## src/rtl/frequency_ratio_meter.sv

```systemverilog
// Measures period and high time of a slow, asynchronous square wave in clk cycles,
// with lock detection (two equal consecutive periods) and loss-of-signal timeout.
module frequency_ratio_meter #(
  parameter int unsigned CNT_W       = 32,
  parameter int unsigned TIMEOUT     = 1000,
  parameter int unsigned SYNC_STAGES = 2
) (
  input  logic             clk,
  input  logic             rst,
  input  logic             sig_in,
  input  logic             enable,
  output logic [CNT_W-1:0] period,
  output logic [CNT_W-1:0] high_time,
  output logic             valid,
  output logic             locked,
  output logic             timeout
);

  typedef enum logic [1:0] {StIdle, StArm, StMeasure} state_e;

  localparam logic [CNT_W-1:0] TimeoutVal = CNT_W'(TIMEOUT);
  localparam logic [CNT_W-1:0] One        = CNT_W'(1);

  logic [SYNC_STAGES-1:0] sync_q;
  logic                   s;
  logic                   s_d_q;
  logic                   rise_q;

  state_e           state_q, state_d;
  logic [CNT_W-1:0] cnt_q, cnt_d;
  logic [CNT_W-1:0] hcnt_q, hcnt_d;
  logic [CNT_W-1:0] wait_q, wait_d;
  logic [CNT_W-1:0] period_q, period_d;
  logic [CNT_W-1:0] high_q, high_d;
  logic             valid_q, valid_d;
  logic             locked_q, locked_d;
  logic             timeout_q, timeout_d;
  logic             have_prev_q, have_prev_d;

  assign s = sync_q[SYNC_STAGES-1];

  // The edge strobe is registered; s_d_q is the level aligned with rise_q, so the
  // high-time count sees the same sample stream the edge detector saw.
  always_ff @(posedge clk) begin
    if (rst) begin
      sync_q <= '0;
      s_d_q  <= 1'b0;
      rise_q <= 1'b0;
    end else begin
      sync_q <= {sync_q[SYNC_STAGES-2:0], sig_in};
      s_d_q  <= s;
      rise_q <= s & ~s_d_q;
    end
  end

  always_comb begin
    state_d     = state_q;
    cnt_d       = cnt_q;
    hcnt_d      = hcnt_q;
    wait_d      = wait_q;
    period_d    = period_q;
    high_d      = high_q;
    valid_d     = 1'b0;
    locked_d    = locked_q;
    timeout_d   = timeout_q;
    have_prev_d = have_prev_q;

    if (!enable) begin
      state_d     = StIdle;
      cnt_d       = '0;
      hcnt_d      = '0;
      wait_d      = '0;
      locked_d    = 1'b0;
      timeout_d   = 1'b0;
      have_prev_d = 1'b0;
    end else begin
      unique case (state_q)
        StIdle: begin
          state_d = StArm;
          cnt_d   = '0;
          hcnt_d  = '0;
          wait_d  = One;
        end
        StArm: begin
          if (rise_q) begin
            state_d   = StMeasure;
            cnt_d     = One;
            hcnt_d    = One;
            timeout_d = 1'b0;
          end else if (wait_q == TimeoutVal) begin
            // Wait counter saturates; timeout stays up until the next rise.
            timeout_d = 1'b1;
            locked_d  = 1'b0;
          end else begin
            wait_d = wait_q + One;
          end
        end
        StMeasure: begin
          if (rise_q) begin
            period_d    = cnt_q;
            high_d      = hcnt_q;
            valid_d     = 1'b1;
            locked_d    = have_prev_q && (cnt_q == period_q);
            have_prev_d = 1'b1;
            cnt_d       = One;
            hcnt_d      = One;
            timeout_d   = 1'b0;
          end else if (cnt_q == TimeoutVal) begin
            state_d     = StArm;
            timeout_d   = 1'b1;
            locked_d    = 1'b0;
            have_prev_d = 1'b0;
            cnt_d       = '0;
            hcnt_d      = '0;
            wait_d      = One;
          end else begin
            cnt_d = cnt_q + One;
            if (s_d_q) begin
              hcnt_d = hcnt_q + One;
            end
          end
        end
        default: begin
          state_d = StIdle;
        end
      endcase
    end
  end

  always_ff @(posedge clk) begin
    if (rst) begin
      state_q     <= StIdle;
      cnt_q       <= '0;
      hcnt_q      <= '0;
      wait_q      <= '0;
      period_q    <= '0;
      high_q      <= '0;
      valid_q     <= 1'b0;
      locked_q    <= 1'b0;
      timeout_q   <= 1'b0;
      have_prev_q <= 1'b0;
    end else begin
      state_q     <= state_d;
      cnt_q       <= cnt_d;
      hcnt_q      <= hcnt_d;
      wait_q      <= wait_d;
      period_q    <= period_d;
      high_q      <= high_d;
      valid_q     <= valid_d;
      locked_q    <= locked_d;
      timeout_q   <= timeout_d;
      have_prev_q <= have_prev_d;
    end
  end

  assign period    = period_q;
  assign high_time = high_q;
  assign valid     = valid_q;
  assign locked    = locked_q;
  assign timeout   = timeout_q;

endmodule
```

## config.mk

```make
export PLATFORM = sky130hd
export DESIGN_NAME = frequency_ratio_meter
export DESIGN_NICKNAME = d
export VERILOG_FILES = /design/src/rtl/frequency_ratio_meter.sv
export SDC_FILE = /design/constraint.sdc
export NUM_CORES = 1
export LEC_CHECK = 0
export CORE_ASPECT_RATIO = 0.9
export CORE_MARGIN = 4
export CORE_UTILIZATION = 35
export DETAILED_ROUTE_END_ITERATION = 10
export HOLD_SLACK_MARGIN = 0.02
export PLACE_DENSITY_LB_ADDON = 0.05
export SLEW_MARGIN = 20
export SYNTH_ARGS = -nofsm -noshare
export SYNTH_HDL_FRONTEND = slang
export SYNTH_SLANG_ARGS = --single-unit
```

## constraint.sdc

```tcl
create_clock -name clk -period 3.8 [get_ports clk]
set_input_delay 0.76 -clock clk [delete_from_list [all_inputs] [get_ports clk]]
set_output_delay 0.76 -clock clk [all_outputs]
set_load 0.01 [all_outputs]
```

======== Yosys cells after proc, flatten, opt, wreduce, memory -nomap -nowiden ========
Cells that the tools add are included.
cells by class
  add/subtract/negate cells ............... 3
  equal/unequal tests ..................... 14
  mux-type cells .......................... 29
  bitwise gates (word level) .............. 4
  reductions and logical operators ........ 15
operators by type and width
  kind                                                               number
  32-bit 2-to-1 mux                                                  10
  32-bit one-hot mux with 3 select lines                             3
  32-bit by 1-bit adder with 32-bit output, second input constant    3
  32-bit by 10-bit == test with 1-bit output, second input constant  2
  32-bit == test                                                     1
  2-bit != test, second input constant                               6
  3-bit AND reduction                                                4
  1-bit 2-to-1 mux                                                   10
  2-bit 2-to-1 mux                                                   3
  3-bit != test, second input constant                               2
  2-bit one-hot mux with 3 select lines                              1
  5-bit AND reduction                                                1
  4-bit != test, second input constant                               1
  1-bit one-hot mux with 2 select lines                              2
  2-bit AND reduction                                                2
  4-bit AND reduction                                                1
  2-bit nonzero test                                                 2
  1-bit inverter                                                     3
  3-bit nonzero test                                                 1
  3-bit OR reduction                                                 1
  2-bit by 1-bit == test with 1-bit output, second input constant    1
  2-bit == test, second input constant                               1
  2-bit logical NOT                                                  1
  2-bit OR reduction                                                 1
  2 further kinds                                                    2
storage, ports and cells
  register bits ........................... 170
  output and inout port bits .............. 67

======== Logic depth before layout (Yosys ltp) ========
Gate-level depths: netlist of the first run.
  depth after elaboration ................. 5
  mapped depth ............................ 10
  depth with buffers taken out ............ 8

======== Worst setup path after synthesis of the first run ========
OpenSTA, ideal clock, no wires.
  path type ............................... flip-flop to flip-flop
  from .................................... reg state_q[1]
  to ...................................... reg hcnt_q[22]
  setup time .............................. 0.070 ns
  arrival time ............................ 2.305 ns
  data required time ...................... 3.730 ns
  path slack .............................. 1.425 ns
  cell stages (with the launch flop) ...... 11
  path buffers ............................ 2
  clock period less this slack ............ 2.375 ns
  cells stage by stage .................... dfxtp_1 > inv_1 > ha_1 > clkbuf_1 > nor2b_1 > nor2_2 > nand3_1 > or3_1 > clkbuf_1 > or4_1 > a21oi_1
on the way
  cells in the longest elaborated chain, start to end .. 3
  elaborated cells on any way between the ends .. 8
  classes of those cells .................. eq/ne (4); mux (1); reduce/logical (3)
ends and longest elaborated chain
  item                                             line  text
  start, declared                                  29    state_e state_q, state_d;
  start signal, assigned                           132   state_q <= StIdle;
  start signal, assigned                           143   state_q <= state_d;
  2-bit == test (tied with other cells)            77    unique case (state_q)
  4-bit != test (no line) (tied with other cells)  --
  3-bit AND reduction (no line)                    --
  end signal, assigned                             145   hcnt_q <= hcnt_d;
  end, declared                                    31    logic [CNT_W-1:0] hcnt_q, hcnt_d;
Parallel ways exist; a longest one is shown, timed or not.
A chain may end at the register's enable or synchronous reset.

======== Worst setup path in the final report of the first run ========
  from .................................... reg cnt_q[0]
  to ...................................... reg hcnt_q[15]
on the way
  cells in the longest elaborated chain, start to end .. 4
  elaborated cells on any way between the ends .. 6
  classes of those cells .................. eq/ne (2); mux (3); reduce/logical (1)
ends and longest elaborated chain
  item                                            line  text
  start, declared                                 30    logic [CNT_W-1:0] cnt_q, cnt_d;
  start signal, assigned                          144   cnt_q <= cnt_d;
  32-bit by 10-bit == test with 1-bit output (*)  108   end else if (cnt_q == TimeoutVal) begin
  32-bit 2-to-1 mux                               108
  32-bit 2-to-1 mux                               99    if (rise_q) begin
  32-bit one-hot mux with 3 select lines          77
Every way passes the cells marked *; elsewhere a longest branch is shown, timed or not.

==> impl_metrics.csv, run 1 <==
group,metric,value,unit
run_status,status,"finished, final reports clean",
detailed_routing,vias,7197,
power_and_ir_drop,switching_share,22.5,%
timing,finalSetupTns,0,ns
power_and_ir_drop,power_density,391,nW/um2
synth,ys_warn_count,0,
synth,synth_area_per_cell,7.94,um2
detailed_routing,drc,0,
placed_design,hpwl,15.1,mm
timing,drv_slew,0,
synth,synth_seq_area_share,42.2,%
synth,ys_seq_elements,170,
floorplan,die_width,168,um
critical_path,worstSetupStartpointType,"flop",
synth,synth.most_common_cell,"nand2_1",
power_and_ir_drop,p_int,2920,uW
critical_path,endpoint_kind,"flop",
power_and_ir_drop,p_leak,0.00308,uW
timing,hold_viol,0,
grt,grt_overflow,0,
power_and_ir_drop,clkPwrFrac,50.4,%
floorplan,fp.dieH,152,um
grt,grt_pass1_wl,36.9,mm
power_and_ir_drop,p_total,3770,uW
critical_path,critPathRequiredTime,4.16,ns
detailed_routing,via_per_inst,5.28,
cells_and_area,synthToLayoutAreaGrowth,19.6,%
timing,period_share,72.5,%
synth,syn_inst,1016,
cells_and_area,multiInputGateArea,4310,um2
synth,synth_flop_cell,"dfxtp_1",
synth,async_flop_share,0,%
cells_and_area,final_cell_area,9650,um2
timing,timing.hold.ws,0.445,ns
placed_design,portBuffers,70,
clock_tree,post-cts-setup-buffers,0,
timing,post-route-min-period,2.76,ns
placed_design,place_congestion,0.784,
power_and_ir_drop,vdd_ir_drop_max,0.288,mV
clock_tree,clkTransAtPathRegs,0.07,ns
floorplan,ioPinCount,71,
synth,yosysUniqueCellTypes,56,
timing,tightest_slew,0.762,ns
synth,netlist_area,8070,um2
min_path,hold_path.class,"flop to flop",
clock_tree,cts-hold-fix-buffers,0,
synth,synth_edf_count,0,
clock_tree,insertion_delay,0.43,ns
cells_and_area,drive_gt1_share,6.47,%
synth,netlist_top_cells_area,"dfxtp_1 42%, nand2_1 8.8%, a21oi_1 8.3%, xor2_1 4.2%, or4_1 2.8%",
synth,synth_top_cell_by_area,"dfxtp_1",
critical_path,criticalPathCategory,"flop to flop",
synth,netlist_top_cells_count,"189 x nand2_1, 170 x dfxtp_1, 133 x a21oi_1",
floorplan,start_util,35.7,%
critical_path,path_max_fanout,14,
synth,syn_nets,1029,
run,maxCapViolCount,0,
cells_and_area,n_antenna_cell,0,
placed_design,dpl_cell_area,9020,um2
floorplan,rows,52,
detailed_routing,first_pass_iters,5,
floorplan,dieArea,25500,um2
detailed_routing,drtIter0Drc,451,
clock_tree,clockRootBuffer,"clkbuf_16",
cells_and_area,fill_cells,2312,
timing,setup_viol,0,
synth,yosysTopAreaCellShare,42.2,%
cells_and_area,final_nets,1067,
timing,timing.fmax,363,MHz
detailed_routing,detail-route-antenna-nets,0,
detailed_routing,routedWlPerCell,16.4,um
clock_tree,cts_made_buffers,17,
clock_tree,cts_tree,"yes",
power_and_ir_drop,p_comb_share,2.2,%
clock_tree,post_cts_resized,0,
timing,fin_skew,0.0137,ns
grt,grt_max_degree,65,
detailed_routing,wirelength,22.3,mm
timing,rsz0062_at_grt,"false",
clock_tree,cts.sinks,170,
timing,slew_headroom,48.7,%
floorplan,core_area,22600,um2
cells_and_area,seq_area,3400,um2
grt,track_usage,17.4,%
grt,antenna_found_initial,0,
clock_tree,htreeDepth,4,
clock_tree,clk_path_buf_depth,2,
critical_path,arrival,3.11,ns
power_and_ir_drop,p_seq_share,47.4,%
power_and_ir_drop,p_sw,849,uW
grt,grt_pass1_vias,6637,
[cell families (layout without fill, tap and decap cells)]
| logic type | count (synthesis) | after routing | share of synthesized area [%] |
|---|---|---|---|
| mux | 1 | 1 | 0.124 |
| buf+inv | 91 | 141 | 4.65 |
| flops | 170 | 170 | 42.2 |
| simple gates | 453 | 453 | 28.3 |
| fa+ha+maj | 9 | 9 | 1.40 |
| compound gates | 233 | 233 | 16.9 |
| xor+xnor | 59 | 59 | 6.41 |
[final cells by class]
type                       instances  area share [%]
clock buffer                      17            4.41
clock inverter                    14            2.13
inverter                          19           0.739
multi-input combinational        755            44.7
sequential                       170            35.3
tap                              297            3.85
timing repair buffer              91            8.97
[worst paths after layout]
| check | startpoint | endpoint | slack [ns] | depth (start not counted) |
|---|---|---|---|---|
| worst max register to register | cnt_q[0] | hcnt_q[15] | 1.04 | 9 |
| worst max-delay path | cnt_q[0] | hcnt_q[15] | 1.04 | 9 |
| worst min-delay path | sync_q[0] | sync_q[1] | 0.45 | 1 |
| worst min register to register | sync_q[0] | sync_q[1] | 0.45 | 1 |
[stage by stage]
step / cells / util, % / worst slack (ns)
2_1_floorplan: 1016 / - / 1.42
3_3_place_gp: 1332 / 40.0 / 1.10
3_5_place_dp: 1332 / 40.0 / 1.07
4_1_cts: 1363 / 42.8 / 1.05
5_1_grt: 1363 / 42.8 / 0.827
6_report: 1363 / 42.8 / 1.04
[registers in the layout, indices dropped and copies added, names as in the netlist]
signal and count:
cnt_q 32, s_d_q 1, locked 1, timeout 1
have_prev_q 1, valid 1, period 32, high_time 32
wait_q 32, state_q 2, hcnt_q 32, sync_q 2
rise_q 1
[power groups by stage]
stage               Combinational (uW)  Sequential (uW)  Clock, uW
floorplan                         54.6             1830          0
global placement                  83.3             1830          0
detailed placement                82.5             1830          0
CTS                               82.9             1790       1950
global route                      90.6             1790       2020
finish                            81.4             1790       1900
[metal layers]
metal  routed length, um  GRT usage (%)  vias up  part of all wire (%)
met5                   0              0        -                     0
met4                 221           3.44        0                  0.99
met3                 943           3.56       14                   4.2
met2                9390           25.2      138                    42
met1               11800           26.8     3346                    53
li1                    -              -     3699                     -
[cells in the final DEF (no fill, tap or decap), types with 7 or more instances in the layout]
master	Yosys	routed
ha_1	9	9
nor4_1	19	19
or3_1	12	12
dfxtp_1	170	170
and4_1	12	12
and3_1	17	16
a211oi_1	7	7
nand3b_1	8	8
inv_6	0	7
o31ai_1	22	22
nand4_1	23	23
nor2b_1	9	9
nand2_1	189	189
buf_4	0	20
nor2_1	57	57
clkdlybuf4s50_1	0	69
o21ai_0	32	31
xnor2_1	20	20
nor3_1	17	17
a21oi_1	133	133
nand3_1	34	33
inv_1	19	19
or4_1	30	30
clkbuf_16	0	17
xor2_1	39	39
a31oi_1	15	15
[worst max-delay path, cell delays in order, from the launching register on]
cell	delay (ns)
dfxtp_1	0.47
inv_1	0.08
ha_1	0.21
nor4b_2	0.16
nand4_1	0.24
o21ai_4	0.11
buf_4	0.19
or3_1	0.54
or4_1	0.54
a21oi_1	0.15
Note: power is estimated with default switching activity, not from simulation.
==> inputs of run 2 (changes only) <==
- clock period: 3.8 -> 2.7 ns (I/O delays scaled with it)
==> run 2 against run 1 <==
Against the previous run:
- register-to-register slack worse by 0.86 ns
- design area up 4.0%
- sequential power up 40%
- global-route usage up 0.61 points
- sequential share of layout area down 1.3 points
- largest power group is now registers
- critical path depth down 1
==> impl_metrics.csv, run 2 (synthesis gave the netlist of run 1 again) <==
group,metric,value,unit
power_and_ir_drop,p_comb_share,2.6,%
detailed_routing,detail-route-antenna-nets,0,
floorplan,dieArea,25500,um2
power_and_ir_drop,p_leak,0.00333,uW
detailed_routing,vias,7434,
min_path,hold_path.class,"input pin to flop",
run,maxCapViolCount,0,
power_and_ir_drop,p_seq_share,49.6,%
grt,grt_pass1_wl,38.1,mm
power_and_ir_drop,power_density,504,nW/um2
detailed_routing,routedWlPerCell,16.4,um
timing,hold_viol,0,
clock_tree,htreeDepth,4,
critical_path,criticalPathCategory,"flop to flop",
timing,tightest_slew,0.765,ns
clock_tree,cts_made_buffers,17,
detailed_routing,drc,0,
grt,track_usage,18.0,%
timing,period_share,93.2,%
timing,slew_headroom,48.8,%
clock_tree,cts-hold-fix-buffers,0,
timing,drv_slew,0,
min_path,holdPathStages,2,
critical_path,critical-path-max-stage-delay,0.50,ns
power_and_ir_drop,p_total,5060,uW
cells_and_area,fill_cells,2285,
critical_path,endpoint_kind,"flop",
power_and_ir_drop,clkPwrFrac,47.8,%
placed_design,portBuffers,70,
critical_path,r2r-end,"wait_q[17]",
timing,rsz0062_at_grt,"false",
detailed_routing,wirelength,23.1,mm
critical_path,arrival,2.88,ns
critical_path,crit_path_cell_trace,"nor4_2 > nand4_1 > o21ai_4 > buf_6 > o211ai_4 > buf_12 > or4_1 > a21oi_1",
min_path,hold_path_end,"s_d_q",
critical_path,rr_worst_depth,8,
run_status,status,"finished, final reports clean",
floorplan,fp.dieH,152,um
clock_tree,clkTransAtPathRegs,0.07,ns
clock_tree,clockRootBuffer,"clkbuf_16",
grt,grt_max_degree,65,
critical_path,worstSetupStartpointType,"flop",
power_and_ir_drop,p_sw,1280,uW
power_and_ir_drop,switching_share,25.3,%
detailed_routing,drtIter0Drc,475,
timing,timing.fmax,397,MHz
grt,antenna_found_initial,0,
detailed_routing,first_pass_iters,5,
timing,post-route-min-period,2.52,ns
floorplan,start_util,35.7,%
grt,grt_pass1_vias,6935,
floorplan,ioPinCount,71,
grt,grt_overflow,0,
critical_path,r2r_slack,0.18,ns
critical_path,path_max_fanout,33,
clock_tree,clk_path_buf_depth,2,
floorplan,rows,52,
timing,setup_viol,0,
cells_and_area,drive_gt1_share,10.9,%
timing,fin_skew,0.0133,ns
timing,finalSetupTns,0,ns
critical_path,crit_path_top_delay_cell,"or4_1",
detailed_routing,via_per_inst,5.26,
cells_and_area,n_antenna_cell,0,
clock_tree,post_cts_resized,0,
clock_tree,post-cts-setup-buffers,0,
cells_and_area,final_common_cell,"nand2_1",
cells_and_area,final_nets,1116,
min_path,hp-start,"rst",
power_and_ir_drop,p_int,3780,uW
floorplan,core_area,22600,um2
cells_and_area,final_cell_mix,"189 x nand2_1, 169 x dfxtp_1, 133 x a21oi_1, 69 x clkdlybuf4s50_1, 64 x buf_4",
placed_design,hpwl,15.8,mm
floorplan,die_width,168,um
clock_tree,cts.sinks,170,
clock_tree,insertion_delay,0.44,ns
power_and_ir_drop,vdd_ir_drop_max,0.331,mV
critical_path,critPathRequiredTime,3.06,ns
placed_design,place_congestion,0.801,
critical_path,r2r_start,"cnt_q[19]",
clock_tree,cts_tree,"yes",
cells_and_area,synthToLayoutAreaGrowth,24.4,%
==> run 2: area by class of cell <==
| cell class | count | area, um2 | area share (%) |
|---|---|---|---|
| Inverter | 19 | 71.3 | 0.710 |
| Timing Repair Buffer | 140 | 1290 | 12.8 |
| Clock inverter | 15 | 144 | 1.43 |
| Multi-Input combinational cell | 755 | 4340 | 43.2 |
| Tap cell | 297 | 372 | 3.70 |
| Sequential cell | 170 | 3400 | 33.9 |
| Clock buffer | 17 | 425 | 4.24 |
==> run 2: metrics by stage <==
step	setup slack, ns	hold slack (ns)	utilization [%]	area (um2)	instances
2_1_floorplan	0.325	0.414	-	8070	1016
3_3_place_gp	0.0604	0.437	41.8	9440	1381
3_5_place_dp	0.0452	0.428	41.8	9440	1381
4_1_cts	0.0194	0.367	44.3	10000	1413
5_1_grt	0.00609	0.370	44.5	10000	1413
6_report	0.183	0.387	44.5	10000	1413
==> run 2: power groups by stage <==
stage	logic (uW)	clock network (uW)	registers, uW
2_1_floorplan	76.9	0	2570
3_3_place_gp	131	0	2570
3_5_place_dp	130	0	2570
4_1_cts	131	2500	2510
5_1_grt	145	2590	2510
6_report	131	2420	2510
==> run 2: worst max path at each step <==
stage	start	endpoint	slack (ns)
after floorplan	state_q[1]	hcnt_q[22]	0.32
after detailed placement	cnt_q[0]	hcnt_q[14]	0.05
after global placement	cnt_q[19]	wait_q[28]	0.06
after global routing	cnt_q[24]	wait_q[9]	0.006
after CTS	cnt_q[0]	hcnt_q[14]	0.02
final	cnt_q[19]	wait_q[17]	0.18
==> run 2: routing by layer <==
layer / wire length (um) / share of wire, % / vias up / track usage, %
met5: 0 / 0 / - / 0
met4: 194 / 0.84 / 0 / 3.75
li1: - / - / 3785 / -
met1: 12100 / 52 / 3510 / 27.1
met2: 10100 / 43 / 125 / 27.1
met3: 835 / 3.6 / 14 / 3.12
==> run 2: worst max-delay path: cells and delay by family, from the launching register on <==
| family | cells | cell delay (ns) |
|---|---|---|
| buffers and inverters | 2 | 0.39 |
| DFF | 1 | 0.33 |
| and+or+nand+nor | 3 | 1.19 |
| AOI/OAI and AO/OA | 3 | 0.53 |
